==> src/rtl/rv_ctrl_pkg.sv <==
// rv_ctrl_pkg: opcodes, FSM states, memory size codes, ALU op codes and the
// decoded control-field bundle shared by the multicycle controller.
package rv_ctrl_pkg;
   localparam logic [6:0] OP_LUI    = 7'b0110111;
   localparam logic [6:0] OP_AUIPC  = 7'b0010111;
   localparam logic [6:0] OP_JAL    = 7'b1101111;
   localparam logic [6:0] OP_JALR   = 7'b1100111;
   localparam logic [6:0] OP_BRANCH = 7'b1100011;
   localparam logic [6:0] OP_LOAD   = 7'b0000011;
   localparam logic [6:0] OP_STORE  = 7'b0100011;
   localparam logic [6:0] OP_IMM    = 7'b0010011;
   localparam logic [6:0] OP_REG    = 7'b0110011;

   localparam logic [31:0] IR_NOP = 32'h0000_0013;

   typedef enum logic [2:0] {
      S_FETCH  = 3'd0,
      S_DECODE = 3'd1,
      S_EXEC   = 3'd2,
      S_MEM    = 3'd3,
      S_WB     = 3'd4,
      S_TRAP   = 3'd5
   } state_t;

   localparam logic [1:0] MS_BYTE = 2'b00;
   localparam logic [1:0] MS_HALF = 2'b01;
   localparam logic [1:0] MS_WORD = 2'b10;

   localparam logic [1:0] MR_MEM  = 2'b00;
   localparam logic [1:0] MR_ALU  = 2'b01;
   localparam logic [1:0] MR_LUI  = 2'b10;
   localparam logic [1:0] MR_LINK = 2'b11;

   localparam logic [5:0] ALU_AND  = 6'b000000;
   localparam logic [5:0] ALU_OR   = 6'b000001;
   localparam logic [5:0] ALU_XOR  = 6'b000010;
   localparam logic [5:0] ALU_ADD  = 6'b000011;
   localparam logic [5:0] ALU_SLL  = 6'b001000;
   localparam logic [5:0] ALU_SRL  = 6'b001001;
   localparam logic [5:0] ALU_SRA  = 6'b001010;
   localparam logic [5:0] ALU_SUB  = 6'b010011;
   localparam logic [5:0] ALU_SLT  = 6'b010100;
   localparam logic [5:0] ALU_BGE  = 6'b010101;
   localparam logic [5:0] ALU_BEQ  = 6'b010110;
   localparam logic [5:0] ALU_BNE  = 6'b010111;
   localparam logic [5:0] ALU_SLTU = 6'b011011;
   localparam logic [5:0] ALU_BGEU = 6'b011100;

   typedef struct packed {
      logic [5:0] alu_op;
      logic       alu_in_sel;
      logic       branch;
      logic       jl;
      logic       jlr;
      logic       lui;
      logic       auipc;
      logic       is_load;
      logic       is_store;
      logic [1:0] memreg;
      logic [1:0] mem_size;
      logic       mem_unsigned;
      logic       illegal;
   } ctrl_t;

   function automatic logic [5:0] alu_f3(input logic [2:0] f3, input logic alt);
      case (f3)
         3'b000:  return alt ? ALU_SUB : ALU_ADD;
         3'b001:  return ALU_SLL;
         3'b010:  return ALU_SLT;
         3'b011:  return ALU_SLTU;
         3'b100:  return ALU_XOR;
         3'b101:  return alt ? ALU_SRA : ALU_SRL;
         3'b110:  return ALU_OR;
         default: return ALU_AND;
      endcase
   endfunction

   // BLT/BLTU reuse the set-less-than ops; the ALU flag means "taken"
   function automatic logic [5:0] br_f3(input logic [2:0] f3);
      case (f3)
         3'b001:  return ALU_BNE;
         3'b100:  return ALU_SLT;
         3'b101:  return ALU_BGE;
         3'b110:  return ALU_SLTU;
         3'b111:  return ALU_BGEU;
         default: return ALU_BEQ;
      endcase
   endfunction
endpackage

==> src/rtl/rv_decoder.sv <==
// rv_decoder: combinational RV32I decode of the instruction register into
// control fields plus an illegal flag.
module rv_decoder
   import rv_ctrl_pkg::*;
(
   input  logic [31:0] ir,
   output ctrl_t       ctrl
);
   logic [6:0] op, f7;
   logic [2:0] f3;
   logic       unused_bits;
   assign op = ir[6:0];
   assign f3 = ir[14:12];
   assign f7 = ir[31:25];
   assign unused_bits = ^{ir[24:15], ir[11:7]};
   always_comb begin
      ctrl = '0;
      ctrl.alu_op = ALU_ADD;
      ctrl.memreg = MR_ALU;
      ctrl.mem_size = f3[1:0];
      ctrl.mem_unsigned = f3[2];
      case (op)
         OP_LUI: begin
            ctrl.lui = 1'b1;
            ctrl.alu_in_sel = 1'b1;
            ctrl.memreg = MR_LUI;
         end
         OP_AUIPC: begin
            ctrl.auipc = 1'b1;
            ctrl.alu_in_sel = 1'b1;
         end
         OP_JAL: begin
            ctrl.jl = 1'b1;
            ctrl.alu_in_sel = 1'b1;
            ctrl.memreg = MR_LINK;
         end
         OP_JALR: begin
            ctrl.jlr = 1'b1;
            ctrl.alu_in_sel = 1'b1;
            ctrl.memreg = MR_LINK;
            ctrl.illegal = f3 != 3'b000;
         end
         OP_BRANCH: begin
            ctrl.branch = 1'b1;
            ctrl.alu_op = br_f3(f3);
            ctrl.illegal = f3[2:1] == 2'b01;
         end
         OP_LOAD: begin
            ctrl.is_load = 1'b1;
            ctrl.alu_in_sel = 1'b1;
            ctrl.memreg = MR_MEM;
            ctrl.illegal = f3[1:0] == 2'b11 || f3[2:1] == 2'b11;
         end
         OP_STORE: begin
            ctrl.is_store = 1'b1;
            ctrl.alu_in_sel = 1'b1;
            ctrl.illegal = f3[2] || f3[1:0] == 2'b11;
         end
         OP_IMM: begin
            ctrl.alu_in_sel = 1'b1;
            ctrl.alu_op = alu_f3(f3, f3 == 3'b101 && f7[5]);
            ctrl.illegal = f3 == 3'b001 ? f7 != 7'h00 :
                           f3 == 3'b101 ? f7 != 7'h00 && f7 != 7'h20 : 1'b0;
         end
         OP_REG: begin
            ctrl.alu_op = alu_f3(f3, f7[5]);
            ctrl.illegal = !(f7 == 7'h00 || (f7 == 7'h20 && (f3 == 3'b000 || f3 == 3'b101)));
         end
         default: ctrl.illegal = 1'b1;
      endcase
   end
endmodule

==> src/rtl/multicycle_control_unit.sv <==
// multicycle_control_unit: FETCH/DECODE/EXEC/MEM/WB/TRAP sequencer with bus
// timeout, trap cause tracking and a retired-instruction counter.
module multicycle_control_unit
   import rv_ctrl_pkg::*;
#(
   parameter int CNT_W       = 32,
   parameter int BUS_TIMEOUT = 0,
   parameter int ALU_OP_W    = 6
) (
   input  logic                clk,
   input  logic                rst_n,
   input  logic [31:0]         instr_rdata,
   output logic                i_req,
   input  logic                i_ack,
   output logic                d_req,
   output logic                d_we,
   input  logic                d_ack,
   output logic [1:0]          mem_size,
   output logic                mem_unsigned,
   output logic [ALU_OP_W-1:0] alu_op,
   output logic                alu_in_sel,
   output logic [1:0]          memreg,
   output logic                reg_we,
   output logic                pc_we,
   output logic                branch,
   output logic                jl,
   output logic                jlr,
   output logic                lui,
   output logic                auipc,
   output logic                illegal,
   output logic                bus_err,
   output logic [CNT_W-1:0]    instret,
   output logic [2:0]          state
);
   localparam int TW = BUS_TIMEOUT > 1 ? $clog2(BUS_TIMEOUT) : 1;
   state_t        cur, nxt;
   logic [31:0]   ir;
   logic [TW-1:0] tmo_cnt;
   logic          trap_bus, retire, waiting, timeout;
   ctrl_t         ctl;
   rv_decoder u_dec (.ir(ir), .ctrl(ctl));
   assign state = cur;
   assign waiting = (cur == S_FETCH && !i_ack) || (cur == S_MEM && !d_ack);
   assign timeout = BUS_TIMEOUT > 0 && waiting && 32'(tmo_cnt) == BUS_TIMEOUT - 1;
   always_ff @(posedge clk or negedge rst_n) begin
      if (!rst_n) begin
         cur      <= S_FETCH;
         ir       <= IR_NOP;
         instret  <= '0;
         tmo_cnt  <= '0;
         trap_bus <= 1'b0;
      end else begin
         cur      <= nxt;
         ir       <= (cur == S_FETCH && i_ack) ? instr_rdata : ir;
         instret  <= instret + CNT_W'(retire);
         tmo_cnt  <= (BUS_TIMEOUT > 0 && waiting && !timeout) ? tmo_cnt + 1'b1 : '0;
         trap_bus <= timeout;
      end
   end
   // i_req is gated by rst_n so the fetch request stays low while held in reset
   always_comb begin
      nxt = cur;
      i_req = 1'b0;
      d_req = 1'b0;
      d_we = 1'b0;
      mem_size = '0;
      mem_unsigned = 1'b0;
      alu_op = '0;
      alu_in_sel = 1'b0;
      memreg = '0;
      reg_we = 1'b0;
      pc_we = 1'b0;
      branch = 1'b0;
      jl = 1'b0;
      jlr = 1'b0;
      lui = 1'b0;
      auipc = 1'b0;
      illegal = 1'b0;
      bus_err = 1'b0;
      retire = 1'b0;
      case (cur)
         S_FETCH: begin
            i_req = rst_n;
            nxt = i_ack ? S_DECODE : timeout ? S_TRAP : S_FETCH;
         end
         S_DECODE: nxt = ctl.illegal ? S_TRAP : S_EXEC;
         S_EXEC: begin
            alu_op = ALU_OP_W'(ctl.alu_op);
            alu_in_sel = ctl.alu_in_sel;
            branch = ctl.branch;
            jl = ctl.jl;
            jlr = ctl.jlr;
            lui = ctl.lui;
            auipc = ctl.auipc;
            memreg = ctl.memreg;
            pc_we = ctl.branch;
            retire = ctl.branch;
            nxt = (ctl.is_load || ctl.is_store) ? S_MEM : ctl.branch ? S_FETCH : S_WB;
         end
         S_MEM: begin
            d_req = 1'b1;
            d_we = ctl.is_store;
            mem_size = ctl.mem_size;
            mem_unsigned = ctl.mem_unsigned;
            memreg = ctl.memreg;
            pc_we = d_ack && ctl.is_store;
            retire = d_ack && ctl.is_store;
            nxt = d_ack ? (ctl.is_store ? S_FETCH : S_WB) : timeout ? S_TRAP : S_MEM;
         end
         S_WB: begin
            reg_we = 1'b1;
            pc_we = 1'b1;
            retire = 1'b1;
            memreg = ctl.memreg;
            nxt = S_FETCH;
         end
         S_TRAP: begin
            pc_we = 1'b1;
            illegal = !trap_bus;
            bus_err = trap_bus;
            nxt = S_FETCH;
         end
         default: nxt = S_FETCH;
      endcase
   end
endmodule

==> config.mk <==
export PLATFORM = sky130hd
export DESIGN_NAME = multicycle_control_unit
export DESIGN_NICKNAME = d
export VERILOG_FILES = /design/src/rtl/rv_ctrl_pkg.sv /design/src/rtl/rv_decoder.sv /design/src/rtl/multicycle_control_unit.sv
export SDC_FILE = /design/constraint.sdc
export NUM_CORES = 1
export LEC_CHECK = 0
export ABC_AREA = 0
export BUFFER_PORTS_ARGS = -buffer_cell sky130_fd_sc_hd__buf_2
export CORE_MARGIN = 2
export CORE_UTILIZATION = 56
export CTS_BUF_LIST = sky130_fd_sc_hd__clkbuf_8
export CTS_CLUSTER_DIAMETER = 100
export CTS_CLUSTER_SIZE = 25
export DETAILED_ROUTE_END_ITERATION = 12
export PLACE_DENSITY = 0.88
export SLEW_MARGIN = 20
export SYNTH_ARGS = -nofsm -noshare
export SYNTH_HDL_FRONTEND = slang
export SYNTH_SLANG_ARGS = --single-unit
==> constraint.sdc <==
create_clock -name clk -period 7.9 [get_ports clk]
set_clock_uncertainty 0.2 [all_clocks]
set_input_delay 0 -clock clk [delete_from_list [all_inputs] [get_ports clk]]
set_output_delay 0 -clock clk [all_outputs]
set_load 0.02 [all_outputs]
-- After elaboration in Yosys (flattened, before gate mapping)
Index checks and enable logic that the tools add are counted.
- flip-flop bits (word level): 67
- bits in latches: 0
- bits in writable memories: 0
- memory bits (read-only): 0
- input bits: 36
- logic and storage cells: 95
- memories kept: 0
- add/subtract/negate cells: 1
- multipliers: 0
- divide/modulo/power cells: 0
- $lt $le $gt $ge: 0
- equality and inequality tests: 26
- shift operators: 0
- multiplexer cells: 44
- bitwise logic cells: 0
- reduce and logical (&&, ||, !) cells: 21
- operators with widths (operator ; number):
    one-hot mux 6 bit (7 select lines) ; 2
    adder 32 x 1 -> 32 bit ; 1
    == test 7 x 6 -> 1 bit, second input constant ; 4
    2-to-1 mux 1 bit ; 23
    == test 7 bit, second input constant ; 3
    one-hot mux 4 bit (5 select lines) ; 1
    == test 3 bit, second input constant ; 6
    one-hot mux 6 bit (3 select lines) ; 1
    2-to-1 mux 3 bit ; 5
    == test 7 x 5 -> 1 bit, second input constant ; 2
    == test 3 x 2 -> 1 bit, second input constant ; 4
    one-hot mux 3 bit (4 select lines) ; 1
    2-to-1 mux 5 bit ; 2
    2-to-1 mux 2 bit ; 4
    == test 7 x 2 -> 1 bit, second input constant ; 1
    zero test 7 bit ; 1
    != test 7 x 6 -> 1 bit, second input constant ; 1
    one-hot mux 1 bit (7 select lines) ; 1
    nonzero test 7 bit ; 1
    OR reduction 7 bit ; 1
    == test 3 x 1 -> 1 bit, second input constant ; 2
    zero test 3 bit ; 2
    2-to-1 mux 6 bit ; 1
    one-hot mux 1 bit (3 select lines) ; 2
    9 further kinds ; 20

-- Depth between registers and ports, before layout
- depth after elaboration: 8
- mapped depth: 14
- depth with buffers taken out: 12

-- Modules after synthesis
From an unflattened synthesis, not the netlist that was laid out.
- cell total of the unflattened synthesis: 314
- area total of the unflattened synthesis: 3443.3 um^2
- by module, submodules not included (module ; times used ; cells each ; area an instance (um^2) ; sequential area each (um^2)):
    multicycle_control_unit ; 1 ; 235 ; 2956.6 ; 1680.4
    rv_decoder ; 1 ; 79 ; 486.7 ; 0.0

-- Worst setup path before layout
OpenSTA, ideal clock, no wires.
- path type: register to register
- start point: reg cur[2] (netlist: state[2])
- end point: reg instret[28]
- setup time: 130 ps
- arrival time: 2942 ps
- setup slack: 4627 ps
- cell stages (with the launch flop): 15
- clock period less this slack: 3273 ps
- path through: dfrtp_1 > and2b_1 > or2b_2 > buf_6 > nor2_1 > nor2_1 > o21ai_0 > ha_1 > ha_1 > nand3_1 > nor3_1 > and2_1 > clkbuf_2 > nand4_1 > xnor2_1
- cells in the longest elaborated chain, start to end: 3
- elaborated cells between the ends (all ways): 5
- RTL lines (element ; RTL line ; source):
    start, declared ; multicycle_control_unit.sv:36 ; state_t cur, nxt;
    start signal, assigned ; multicycle_control_unit.sv:53 ; cur <= nxt;
    == test 3 bit or == test 3 x 2 -> 1 bit (tied branches) ; multicycle_control_unit.sv:81 ; case (cur)
    one-hot mux 1 bit (3 select lines) * ; multicycle_control_unit.sv:81 ;
    adder 32 x 1 -> 32 bit * ; multicycle_control_unit.sv:55 ; instret <= instret + CNT_W'(retire);
    end signal, assigned ; multicycle_control_unit.sv:55 ;
    end, declared ; multicycle_control_unit.sv:32 ; output logic [CNT_W-1:0] instret,
Mark *: on every way between the ends. The rest lies on a longest branch, timed or not.
A chain may end at the register's enable or synchronous reset.

-- Worst setup path after layout
- start point: reg ir[5]
- end point: reg instret[30]
- cells in the longest elaborated chain, start to end: 5
- elaborated cells between the ends (all ways): 7
- RTL lines (element ; RTL line ; source):
    start, declared ; multicycle_control_unit.sv:37 ; logic [31:0] ir;
    start signal, assigned ; multicycle_control_unit.sv:54 ; ir <= (cur == S_FETCH && i_ack) ? instr_rdata : ir;
    == test 7 x 6 -> 1 bit ; rv_decoder.sv:22 ; case (op)
    2-to-1 mux 1 bit ; rv_decoder.sv:22 ;
    logical AND 1 bit ; multicycle_control_unit.sv:107 ; retire = d_ack && ctl.is_store;
    one-hot mux 1 bit (3 select lines) * ; multicycle_control_unit.sv:81 ;
    adder 32 x 1 -> 32 bit * ; multicycle_control_unit.sv:55 ;
Marked as above.

==> impl_metrics.json <==
{
  "clk_path_buf_depth": 2,
  "p_clk_share_pct": 19.1,
  "ir_worst_vdd_mv": 0.176,
  "synth_seq_cells": 52,
  "grt_pass1_vias": 2152,
  "power_leakage_uw": 0.00171,
  "cp_max_fo": 15,
  "gr-total-overflow": 0,
  "final_common_cell": "buf_2",
  "synth_fa_ha_area_share_pct": 1.27,
  "p_seq_share_pct": 47.0,
  "numCtsBuffers": 5,
  "synth.area.mux_share_pct": 6.13,
  "die_x_um": 74.2,
  "setup_violations": 0,
  "cts_tree": "yes",
  "ys_seq_area_share_pct": 47.3,
  "drc": 0,
  "wl_per_cell_um": 13.7,
  "coreArea_um2": 4720,
  "synthArstFlopShare_pct": 100,
  "status": "completed",
  "setup.worst_path.start": "ir[5]$_DFFE_PN0P_",
  "final_area_um2": 3450,
  "critical_path_class": "flip-flop to flip-flop",
  "hp-class": "input pin to async pin",
  "finalWirelength_mm": 5.99,
  "antenna_cells": 0,
  "clk_latency_ns": 0.29,
  "antenna_found_initial": 0,
  "synth_top_family_by_area": "simple AND/OR/NAND/NOR gates",
  "synth.lib_cells_used.distinct": 51,
  "portBuffers": 77,
  "yosys.area_share.simple_pct": 23.7,
  "cp-endpoint": "instret[30]$_DFF_PN0_",
  "r2r_start": "ir[5]$_DFFE_PN0P_",
  "cts.sinks": 52,
  "die_h_um": 74.2,
  "arrival_ns": 3.32,
  "syn_area_um2": 2760,
  "multi_input_area_um2": 1360,
  "ys_warn_count": 0,
  "nets": 406,
  "drtAntennaViolNets": 0,
  "drive_above_1_share_pct": 30.6,
  "grt_use_total_pct": 23.0,
  "tns_ns": 0,
  "sw_frac_of_total_pct": 37.5,
  "timing.final.hold_violations": 0,
  "min_period_over_period_pct": 42.2,
  "finalWeightedCongestion": 0.839,
  "layout_common_cells": "buf_2, dfrtp_1, nand2_1",
  "r2r-end": "instret[30]$_DFF_PN0_",
  "powerDensity_nw_per_um2": 267,
  "firstDrtPassIters": 4,
  "cts_root_buf": "clkbuf_8",
  "rrSetupSlack_ns": 4.56,
  "grt_pass1_wl_mm": 9.80,
  "power.total_uw": 920,
  "r2r_cells": 12,
  "dpl_cell_area_um2": 3150,
  "fin_crit_ns": 3.34,
  "synth_xor_area_share_pct": 9.85,
  "synth-edff-count": 0,
  "crit_required_ns": 7.89,
  "regArea_um2": 1310,
  "worstMarginPinSlew_ns": 0.800,
  "rsz0062_at_grt": "no",
  "startpoint_type": "flip-flop",
  "ctsHoldBuffers": 19,
  "synth_area_per_cell_um2": 10.0,
  "grt_max_degree": 54,
  "dp_hpwl_mm": 4.25,
  "slew_headroom_pct": 46.6,
  "slew_viol_final": 0,
  "via_count": 2327,
  "start_util_pct": 58.4,
  "cts_setup_buffers": 0,
  "synth_compound_area_share_pct": 7.94,
  "htree_levels": 2,
  "num_rows": 25,
  "netSwitchingPower_uw": 345,
  "drt_iter0_markers": 192,
  "p_comb_share_pct": 33.8,
  "area_growth_pct": 25.1,
  "end_kind": "flip-flop",
  "cts_resized": 0,
  "synth_cells": 275,
  "ios": 95,
  "cap_violations": 0,
  "viasPerCell": 5.34,
  "die-area_um2": 5500,
  "clk_pin_slew_worst_paths_ns": 0.09,
  "fillers": 331,
  "fmax_ghz": 0.300,
  "p_int_uw": 575,
  "postSynth.topFlopCell": "dfrtp_1"
}
-- critical path, cell delays in order, from the launching register on --
cell,delay (ns)
dfrtp_1,0.61
and3b_1,0.32
nand2_1,0.17
nor2_1,0.16
nor2_1,0.06
o21ai_0,0.13
ha_1,0.27
ha_1,0.20
nand3_1,0.14
nor3_1,0.33
and2_1,0.34
nand4_1,0.15
xnor2_1,0.15
-- through the flow --
step | worst slack (ns) | hold WS [ns] | instances | utilization, %
6_report | 4.56 | 0.137 | 436 | 73.0
5_1_grt | 4.21 | 0.200 | 436 | 73.0
4_1_cts | 4.55 | 0.160 | 436 | 73.0
3_5_place_dp | 4.57 | -0.0470 | 409 | 66.6
3_3_place_gp | 4.60 | -0.0550 | 409 | 66.6
2_1_floorplan | 4.63 | -0.496 | 276 | -
-- cell type report --
cell class / instances / share of cell area (%)
inverter: 3 / 0.326
sequential: 52 / 37.8
timing repair buffer: 97 / 16.9
tap: 67 / 2.43
clock buffer: 5 / 1.99
clock inverter: 3 / 1.23
multi-input combinational: 209 / 39.3
-- flip-flops by register name, summed over array words and instances, names as in the netlist --
register / cells
instret: 32
ir: 17
state: 3
-- cell families after synthesis --
family / count (synthesis)
compound gates: 34
xor+xnor: 31
fa+ha+maj: 3
buf+inv: 15
flops: 52
mux: 15
other cells: 1
simple gates: 124
-- Yosys cell counts, types with 7 or more instances --
library cell	instances	area, um^2
a21oi_1	7	35.0
xnor2_1	20	175
mux2_2	15	169
o21ai_0	10	50.1
nand4_1	8	50.1
nand3_1	10	50.1
nor3_1	8	40.0
and3_1	8	50.1
xor2_1	11	96.3
nor2_1	24	90.1
nand2_1	34	128
dfrtp_1	49	1230
-- power groups by stage --
stage / combinational [uW] / clock, uW / sequential [uW]
after global placement: 293 / 0 / 431
after global routing: 342 / 192 / 449
after floorplan: 255 / 0 / 411
after CTS: 311 / 181 / 430
after detailed placement: 303 / 0 / 435
final: 311 / 176 / 433
-- per-layer routing --
layer  GRT usage [%]  wire, um
met1            30.7      2630
met2            39.4      2990
met3            3.12       304
met4            7.07        53
met5               0         0
-- how the worst min path moves through the flow --
stage / from / endpoint
5_1_grt: rst_n / instret[29]$_DFF_PN0_
3_5_place_dp: rst_n / ir[3]$_DFFE_PN0P_
2_1_floorplan: rst_n / instret[0]$_DFF_PN0_
3_3_place_gp: rst_n / instret[31]$_DFF_PN0_
4_1_cts: rst_n / state[2]$_DFF_PN0_
6_report: rst_n / instret[29]$_DFF_PN0_
Power figures use the tool's default switching activity.
